`src/rtl/stir_heat_ctrl.sv`:
```
// Stirrer motor soft-start ramp with PWM output, plus a hysteretic heater
// controller with over-temperature and stale-sensor protection.
module stir_heat_ctrl #(
   parameter int TICK_DIV    = 100000,
   parameter int PWM_PRESC   = 390,
   parameter int HYST        = 2,
   parameter int MIN_HOLD_MS = 500,
   parameter int TEMP_MAX    = 150,
   parameter int TIMEOUT_MS  = 2000
) (
   input  logic       clk_i,
   input  logic       rst_i,
   input  logic       en_i,
   input  logic [7:0] temp_i,
   input  logic       tempValid_i,
   input  logic [3:0] tempMode_i,
   input  logic [3:0] velMode_i,
   output logic       motor_o,
   output logic       heater_o,
   output logic [1:0] fault_o,
   output logic [7:0] duty_o
);

   localparam int DIV_W = (TICK_DIV > 1) ? $clog2(TICK_DIV) : 1;
   localparam int PRE_W = (PWM_PRESC > 1) ? $clog2(PWM_PRESC) : 1;
   localparam logic [DIV_W-1:0] DIV_LAST   = DIV_W'(TICK_DIV - 1);
   localparam logic [PRE_W-1:0] PRE_LAST   = PRE_W'(PWM_PRESC - 1);
   localparam logic [15:0]      HOLD_LIM   = 16'(MIN_HOLD_MS);
   localparam logic [15:0]      TO_LIM     = 16'(TIMEOUT_MS);
   localparam logic [8:0]       TEMP_MAX_9 = 9'(TEMP_MAX);
   localparam logic signed [8:0] HYST_S    = 9'(HYST);

   localparam logic [1:0] FLT_NONE  = 2'b00;
   localparam logic [1:0] FLT_OVER  = 2'b01;
   localparam logic [1:0] FLT_STALE = 2'b10;

   typedef enum logic [1:0] {
      IDLE  = 2'd0,
      HEAT  = 2'd1,
      COAST = 2'd2,
      FAULT = 2'd3
   } state_t;

   function automatic logic [15:0] sat_inc(input logic [15:0] v);
      return (v == 16'hFFFF) ? v : v + 16'd1;
   endfunction

   // One step of the soft-start ramp: rise by one per tick, drop at once.
   function automatic logic [7:0] ramp_step(input logic [7:0] cur,
                                            input logic [7:0] tgt,
                                            input logic       tk);
      if (tgt < cur)
         return tgt;
      if (tk && (cur < tgt))
         return cur + 8'd1;
      return cur;
   endfunction

   logic [DIV_W-1:0] div_cnt;
   logic             tick;
   logic [PRE_W-1:0] presc;
   logic [7:0]       pwm_cnt;
   logic [7:0]       duty_lat;
   logic [7:0]       duty_cur;
   logic [7:0]       target;
   logic             vel_ok;
   logic             sp_en;
   logic [7:0]       sp;
   logic signed [8:0] sp_lo;
   logic             temp_lo;
   logic             over_temp;
   logic             stale_hit;
   logic             hold_ok;
   logic             enter_hc;
   logic [15:0]      hold_cnt;
   logic [15:0]      stale_cnt;
   state_t           state;
   state_t           state_nx;
   logic [1:0]       fault_nx;

   assign tick = (div_cnt == DIV_LAST);

   always_ff @(posedge clk_i or posedge rst_i) begin
      if (rst_i)
         div_cnt <= '0;
      else if (tick)
         div_cnt <= '0;
      else
         div_cnt <= div_cnt + DIV_W'(1);
   end

   // Motor target and ramp
   always_comb begin
      vel_ok = (velMode_i >= 4'd1) && (velMode_i <= 4'd9);
      target = 8'd0;
      if (en_i && vel_ok)
         target = 8'd28 * {4'd0, velMode_i};
   end

   always_ff @(posedge clk_i or posedge rst_i) begin
      if (rst_i)
         duty_cur <= 8'd0;
      else if (!en_i)
         duty_cur <= 8'd0;
      else
         duty_cur <= ramp_step(duty_cur, target, tick);
   end

   assign duty_o = duty_cur;

   // PWM: duty is sampled only at wrap so each period is glitch-free
   always_ff @(posedge clk_i or posedge rst_i) begin
      if (rst_i) begin
         presc    <= '0;
         pwm_cnt  <= 8'd0;
         duty_lat <= 8'd0;
         motor_o  <= 1'b0;
      end else begin
         motor_o <= (pwm_cnt < duty_lat);
         if (presc == PRE_LAST) begin
            presc   <= '0;
            pwm_cnt <= pwm_cnt + 8'd1;
            if (pwm_cnt == 8'hFF)
               duty_lat <= duty_cur;
         end else begin
            presc <= presc + PRE_W'(1);
         end
      end
   end

   // Setpoint and thresholds; the low threshold is signed so small setpoints cannot wrap
   always_comb begin
      sp_en     = (tempMode_i >= 4'd1) && (tempMode_i <= 4'd9);
      sp        = 8'd20 + 8'd10 * {4'd0, tempMode_i};
      sp_lo     = $signed({1'b0, sp}) - HYST_S;
      temp_lo   = $signed({1'b0, temp_i}) <= sp_lo;
      over_temp = tempValid_i && ({1'b0, temp_i} >= TEMP_MAX_9);
      stale_hit = (stale_cnt >= TO_LIM);
      hold_ok   = (hold_cnt >= HOLD_LIM);
   end

   always_comb begin
      state_nx = state;
      fault_nx = fault_o;
      if (!en_i) begin
         state_nx = IDLE;
         fault_nx = FLT_NONE;
      end else if (state != FAULT) begin
         if (over_temp) begin
            state_nx = FAULT;
            fault_nx = FLT_OVER;
         end else if (((state == HEAT) || (state == COAST)) && stale_hit) begin
            state_nx = FAULT;
            fault_nx = FLT_STALE;
         end else if (!sp_en) begin
            state_nx = IDLE;
            fault_nx = FLT_NONE;
         end else if (tempValid_i) begin
            unique case (state)
               IDLE:    state_nx = (temp_i < sp) ? HEAT : COAST;
               HEAT:    if ((temp_i >= sp) && hold_ok) state_nx = COAST;
               COAST:   if (temp_lo && hold_ok) state_nx = HEAT;
               default: state_nx = state;
            endcase
         end
      end
   end

   assign enter_hc = (state_nx != state) && ((state_nx == HEAT) || (state_nx == COAST));

   always_ff @(posedge clk_i or posedge rst_i) begin
      if (rst_i) begin
         state    <= IDLE;
         heater_o <= 1'b0;
         fault_o  <= FLT_NONE;
      end else begin
         state    <= state_nx;
         heater_o <= (state_nx == HEAT);
         fault_o  <= fault_nx;
      end
   end

   always_ff @(posedge clk_i or posedge rst_i) begin
      if (rst_i) begin
         hold_cnt  <= 16'd0;
         stale_cnt <= 16'd0;
      end else begin
         if (enter_hc)
            hold_cnt <= 16'd0;
         else if (tick)
            hold_cnt <= sat_inc(hold_cnt);
         if (!en_i || tempValid_i)
            stale_cnt <= 16'd0;
         else if (tick)
            stale_cnt <= sat_inc(stale_cnt);
      end
   end

endmodule
```
`config.mk`:
```
export PLATFORM = sky130hd
export DESIGN_NAME = stir_heat_ctrl
export DESIGN_NICKNAME = d
export VERILOG_FILES = /design/src/rtl/stir_heat_ctrl.sv
export SDC_FILE = /design/constraint.sdc
export NUM_CORES = 1
export LEC_CHECK = 0
export BUFFER_PORTS_ARGS = -buffer_cell sky130_fd_sc_hd__buf_2
export CORE_ASPECT_RATIO = 1.25
export CORE_MARGIN = 3
export CORE_UTILIZATION = 45
export DETAILED_ROUTE_END_ITERATION = 8
export PLACE_DENSITY = 0.7
export SLEW_MARGIN = 30
export SYNTH_ARGS = -nofsm -noshare
export SYNTH_HDL_FRONTEND = slang
export SYNTH_SLANG_ARGS = --single-unit
export TNS_END_PERCENT = 10
```
`constraint.sdc`:
```
create_clock -name clk_i -period 8.63 [get_ports clk_i]
set_input_delay 2.589 -clock clk_i [delete_from_list [all_inputs] [get_ports clk_i]]
set_output_delay 2.589 -clock clk_i [all_outputs]
set_load 0.005 [all_outputs]
```
### Yosys cells after proc, flatten, opt, wreduce, memory -nomap -nowiden

Index checks and enable logic that the tools add are counted.

* multipliers: 2
* order comparisons: 13
* add/sub/neg operators: 8
* reductions and logical operators: 20
* multiplexer cells: 34
* equal/unequal tests: 16

Operators with widths (number)
* 16-bit two-way mux: 6
* 8-bit two-way mux: 6
* 16-bit by 1-bit adder with 16-bit output (second input constant): 2
* 16-bit equality test (second input constant): 2
* 8-bit less-than comparator: 4
* 2-bit two-way mux: 14
* 17-bit by 1-bit adder with 17-bit output (second input constant): 1
* 17-bit equality test (second input constant): 1
* 17-bit two-way mux: 1
* 8-bit by 1-bit adder with 8-bit output (second input constant): 2
* 16-bit by 11-bit greater-or-equal comparator with 1-bit output (second input constant): 1
* 16-bit by 9-bit greater-or-equal comparator with 1-bit output (second input constant): 1
* 9-bit by 1-bit adder with 9-bit output (second input constant): 1
* 9-bit equality test (second input constant): 1
* 9-bit less-or-equal comparator: 1
* 1-bit logical AND: 9
* 9-bit two-way mux: 1
* 8-bit by 2-bit subtractor with 9-bit output (second input constant): 1
* 5-bit by 8-bit adder with 8-bit output (first input constant): 1
* 8-bit equality test (second input constant): 1
* 4-bit by 1-bit greater-or-equal comparator with 1-bit output (second input constant): 2
* 8-bit greater-or-equal comparator: 1
* 8-bit greater-or-equal comparator (second input constant): 1
* 4-bit less-or-equal comparator (second input constant): 2
* 16 further kinds: 30

* word-level logic and storage cells: 104
* flip-flop bits (word level): 88

### Logic depth before layout (Yosys ltp)

* word-level depth: 18
* gate-level depth with buffers: 22
* mapped depth without buffers: 21

### Worst setup path after synthesis

No wires, ideal clock.

* path type: input port to flip-flop
* start point: in tempMode_i[1]
* end point: reg hold_cnt[0]
* library setup time: 0.080 ns
* setup slack: 1.722 ns
* stages: 22
* path buffers: 1
* arrival: 6.827 ns
* cells stage by stage: ha_1 and2_1 fa_1 o21ai_0 xor2_1 nand2b_1 nor3_1 a21oi_1 xnor2_1 ha_1 and4b_1 a21oi_1 a21boi_0 a311oi_1 a21o_1 a31o_1 a21o_1 ha_1 nor3_1 mux2_4 buf_6 nor3_2

* longest elaborated chain between the ends: 18
* elaborated cells on any way between the ends: 30
* classes of those cells: add/sub (2); mul (1); order compare (5); eq/ne (4); mux (11); reduce/logical (7)

Ends and longest elaborated chain
* from (decl): line 16 `input logic [3:0] tempMode_i,`
* 3-bit by 4-bit multiplier with 7-bit output: line 134 `sp = 8'd20 + 8'd10 * {4'd0, tempMode_i};`
* 5-bit by 8-bit adder with 8-bit output: line 134
* 8-bit by 2-bit subtractor with 9-bit output: line 135 `sp_lo = $signed({1'b0, sp}) - HYST_S;`
* 9-bit less-or-equal comparator: line 136 `temp_lo = $signed({1'b0, temp_i}) <= sp_lo;`
* 1-bit logical AND: line 162 `COAST: if (temp_lo && hold_ok) state_nx = HEAT;`
* 2-bit two-way mux: line 162
* 2-bit one-hot mux with 3 select lines: line 159 `unique case (state)`
* 2-bit two-way mux: line 158 `end else if (tempValid_i) begin`
* [... 2 more ...]
* 2-bit two-way mux *: line 149 `if (over_temp) begin`
* 2-bit two-way mux *: line 148 `end else if (state != FAULT) begin`
* 2-bit two-way mux *: line 145 `if (!en_i) begin`
* 2-bit by 1-bit equality test with 1-bit output or 2-bit equality test (tied branches): line 169 `assign enter_hc = (state_nx != state) && ((state_nx == HEAT) || (state_nx == COAST));`
* 1-bit logical OR: line 169
* 1-bit logical AND *: line 169
* 2-bit != test (no line) or 2-bit nonzero test (tied branches)
* 2-bit AND reduction (no line)
* to (signal assigned): line 191 `hold_cnt <= sat_inc(hold_cnt);`
* to (decl): line 75 `logic [15:0] hold_cnt;`

Every way passes the cells marked *; elsewhere a longest branch is shown, timed or not.
A chain may end at the register's enable or synchronous reset.

### Final worst setup path

* start point: in tempMode_i[1]
* end point: reg hold_cnt[10]

* longest elaborated chain between the ends: 18
* elaborated cells on any way between the ends: 30
* classes of those cells: add/sub (2); mul (1); order compare (5); eq/ne (4); mux (11); reduce/logical (7)

Ends and longest elaborated chain
* 3-bit by 4-bit multiplier with 7-bit output: line 134
* 5-bit by 8-bit adder with 8-bit output: line 134
* 8-bit by 2-bit subtractor with 9-bit output: line 135
* 9-bit less-or-equal comparator: line 136
* 1-bit logical AND: line 162
* 2-bit two-way mux: line 162
* 2-bit one-hot mux with 3 select lines: line 159
* 2-bit two-way mux: line 158
* [... 3 more ...]
* 2-bit two-way mux *: line 148
* 2-bit two-way mux *: line 145
* named net state_nx[0]: line 78 `state_t state_nx;`
* 2-bit by 1-bit equality test with 1-bit output or 2-bit equality test (tied branches): line 169
* 1-bit logical OR: line 169
* 1-bit logical AND *: line 169
* 2-bit != test (no line) or 2-bit nonzero test (tied branches)
* 2-bit AND reduction (no line)

The timed path passes the listed nets; every way through them passes the cells marked *.

==> results by group <==
Outcome
  • Status: completed

Critical path
  • Worst path required time: 8.84 ns
  • Crit path max fanout: 16
  • Startpoint types: input pin
  • Worst R2R Path Depth: 11
  • Crit Path Class: input pin to flop
  • Worst reg-to-reg setup slack: 5.14 ns
  • Worst setup EP type: flop
  • Critical Path AT: 7.53 ns

Yosys
  • Synth cell types: 61
  • Synth area leaders: dfrtp_1, ha_1, xor2_1, xnor2_1, nor2_1
  • #FFs+latches synth: 88
  • Synth Area in Adders: 14.6%
  • Synth Flop Type: dfrtp_1
  • Area leader, netlist: dfrtp_1
  • Synth warn: 0
  • Number of flops mapped to enable cells by yosys: 0
  • Synthesized area: 5890 sq um
  • Gate count after technology mapping: 616
  • Main combinational cell family by area after synthesis: simple AND/OR/NAND/NOR gates
  • Mux cell area share after synthesis: 1.23%
  • Compound-Gate Fraction of Synth Area: 11.4%
  • Seq/Total Area, Yosys: 37.4%
  • Post-synth ARST share: 100%
  • Post-Synth Simple-Gate Area: 20.3%
  • Syn nets: 701
  • Top-area cell type share of the netlist area: 37.4%
  • Syn Area/Cell: 9.57 sq um
  • Synth Area in XOR/XNOR: 10.8%

Power and ir drop
  • Pwr Density: 158 nW/um^2
  • Leakage: 3.12 nW
  • Total power: 1.04 mW
  • Max IR drop VDD: 0.113 mV

Place
  • Hpwl dp: 8740 um
  • Port buffer count: 31
  • Gpl congestion: 0.930

Finish
  • Most common cell after layout, fill and taps aside: dfrtp_1
  • Proportion of layout cells with a drive suffix above 1: 10.6%
  • Nets: 735
  • Area of the multi-input gates: 3440 sq um
  • Commonest cells after routing, fill and taps aside: dfrtp_1, ha_1, nor2_1
  • # diodes: 0
  • Area growth, synth to finish: 11.1%
  • Fillers: 1167
  • Fin util: 51.2%
  • FF/Latch Area: 2200 sq um

Global routing
  • First-pass GRT wire length: 20300 um
  • Vias in the first global route: 4505
  • Initial antenna violation count: 0
  • Overflow after GRT: 0
  • Overall Global Routing Usage: 17.0%
  • Maximum number of pins on one net before global-route repair: 53

Clock network
  • Post-CTS resize count: 0
  • Clock sink count: 88
  • Root buffer cell: clkbuf_16
  • CTS Hold Buffers Added: 0
  • Clk slew on worst S/H paths: 0.06 ns
  • Maximum root-to-sink buffer count: 2
  • Number of setup buffers added after CTS: 0
  • Num CTS Buffers: 9
  • TritonCTS clock tree: yes
  • Worst skew pair latency: 0.33 ns
  • H-tree Lvls: 3

Timing
  • Worst clock skew: 0.00634 ns
  • Relative slew margins: 45.7%
  • Total negative slack: 0 ns
  • Tmin final: 7.32 ns
  • Final hold viol count: 0
  • Period utilization: 84.8%
  • Hold_ws: 0.487 ns
  • Slew Limit Fails: 0
  • Unrepaired setup endpoints after global routing: false
  • Final setup fails: 0
  • Fmax: 137 MHz
  • Worst Tran Pin Value: 0.804 ns

Die
  • Core area: 12800 sq um
  • Die area: 14500 sq um
  • Initial Util: 46.1%
  • Width of the die: 108 um
  • Rows: 46
  • # IOs: 32
  • Die Height: 134 um

Routing
  • DRC: 0
  • Post-DR vias/cell: 5.51
  • 1st-iter DRT viols: 233
  • Drt pass-1 iters: 4
  • Routed vias: 4533
  • WL/cell: 14.2 um
  • Final wirelength: 11600 um
  • Post-route ant nets: 0

Hold path
  • Hold Crit Class: flop to flop
  • Hold Crit Depth: 1

Job
  • Max-cap violations: 0
## area by class of cell
| class | count | share of cell area, % |
|---|---|---|
| Multi-Input combinational cell | 467 | 52.5 |
| Sequential cell | 88 | 33.6 |
| Clock buffer | 11 | 3.86 |
| Tap cell | 168 | 3.21 |
| Inverter | 50 | 2.89 |
| Timing Repair Buffer | 34 | 2.71 |
| Clock inverter | 4 | 1.17 |
## flip-flops by register name, indices dropped and copies added, names as in the netlist
signal / cells
div_cnt: 17
duty_lat: 8
duty_o: 8
fault_o: 2
heater_o: 1
hold_cnt: 16
motor_o: 1
presc: 9
pwm_cnt: 8
stale_cnt: 16
state: 2
## critical path, stage by stage
cell and delay [ns]:
buf_2 0.16, ha_1 0.37, and2_1 0.19, fa_1 0.59
o21ai_0 0.15, xor2_1 0.32, nand2b_1 0.13, nor3_1 0.14
a21oi_1 0.07, xnor2_1 0.13, ha_1 0.20, a2111oi_0 0.39
a21boi_0 0.14, a311oi_1 0.32, nand2_1 0.11, a41oi_2 0.25
a21boi_0 0.31, ha_1 0.33, nor3_1 0.19, mux2_4 0.34
nor3_1 0.08
## synth_stat cells, drive strengths merged, types with 3 or more instances
cell	number
dfrtp	88
ha	60
nor2	56
inv	50
nand2	42
xor2	36
xnor2	34
nand3	33
o21ai	28
nor3	22
a21oi	19
nand4	14
a21o	13
and3	12
and2	9
clkbuf	9
nor2b	8
and4	6
o2bb2ai	6
or3	6
fa	5
nand2b	5
a211oi	4
a21boi	4
a31oi	4
mux2	4
nor4	3
o211a	3
## stage by stage
step	instance area, sq um	cells	setup slack (ns)
global placement	6220	807	1.27
finish	6550	822	1.31
CTS	6550	822	1.33
global route	6550	822	0.786
detailed placement	6220	807	0.969
floorplan	5890	616	1.72
## where the power goes
part / switching [mW] / leakage, nW / internal [mW]
clock network: 0.158 / 0.158 / 0.269
registers: 0.00837 / 1.20 / 0.418
logic: 0.110 / 1.76 / 0.0744
total: 0.277 / 3.12 / 0.761
## metal layers
metal	track usage [%]	wire [um]	vias up
met5	0	0	-
met4	5.96	265	0
met3	2.70	355	24
met2	29.6	5900	85
met1	21.4	5120	2215
li1	-	-	2209
## final timing paths
path,start,endpoint
min in group asynchronous,rst_i,heater_o$_DFF_PP0_
worst max register to register,hold_cnt[13]$_DFFE_PP0P_,hold_cnt[10]$_DFFE_PP0P_
max in group asynchronous,rst_i,duty_o[7]$_DFFE_PP0P_
worst max-delay path,tempMode_i[1],hold_cnt[10]$_DFFE_PP0P_
worst min-delay path,div_cnt[8]$_DFF_PP0_,div_cnt[8]$_DFF_PP0_
worst min register to register,div_cnt[8]$_DFF_PP0_,div_cnt[8]$_DFF_PP0_
## cells by family (layout without fill, tap and decap cells)
kind of cell | count (synthesis) | in the layout
XOR/XNOR | 71 | 71
multiplexers | 6 | 6
buffers and inverters | 61 | 99
flip-flops | 88 | 88
adder cells (fa/ha/maj) | 66 | 66
AND/OR/NAND/NOR | 226 | 226
AO/OA/AOI/OAI | 98 | 98
Note: power is estimated with default switching activity, not from simulation.
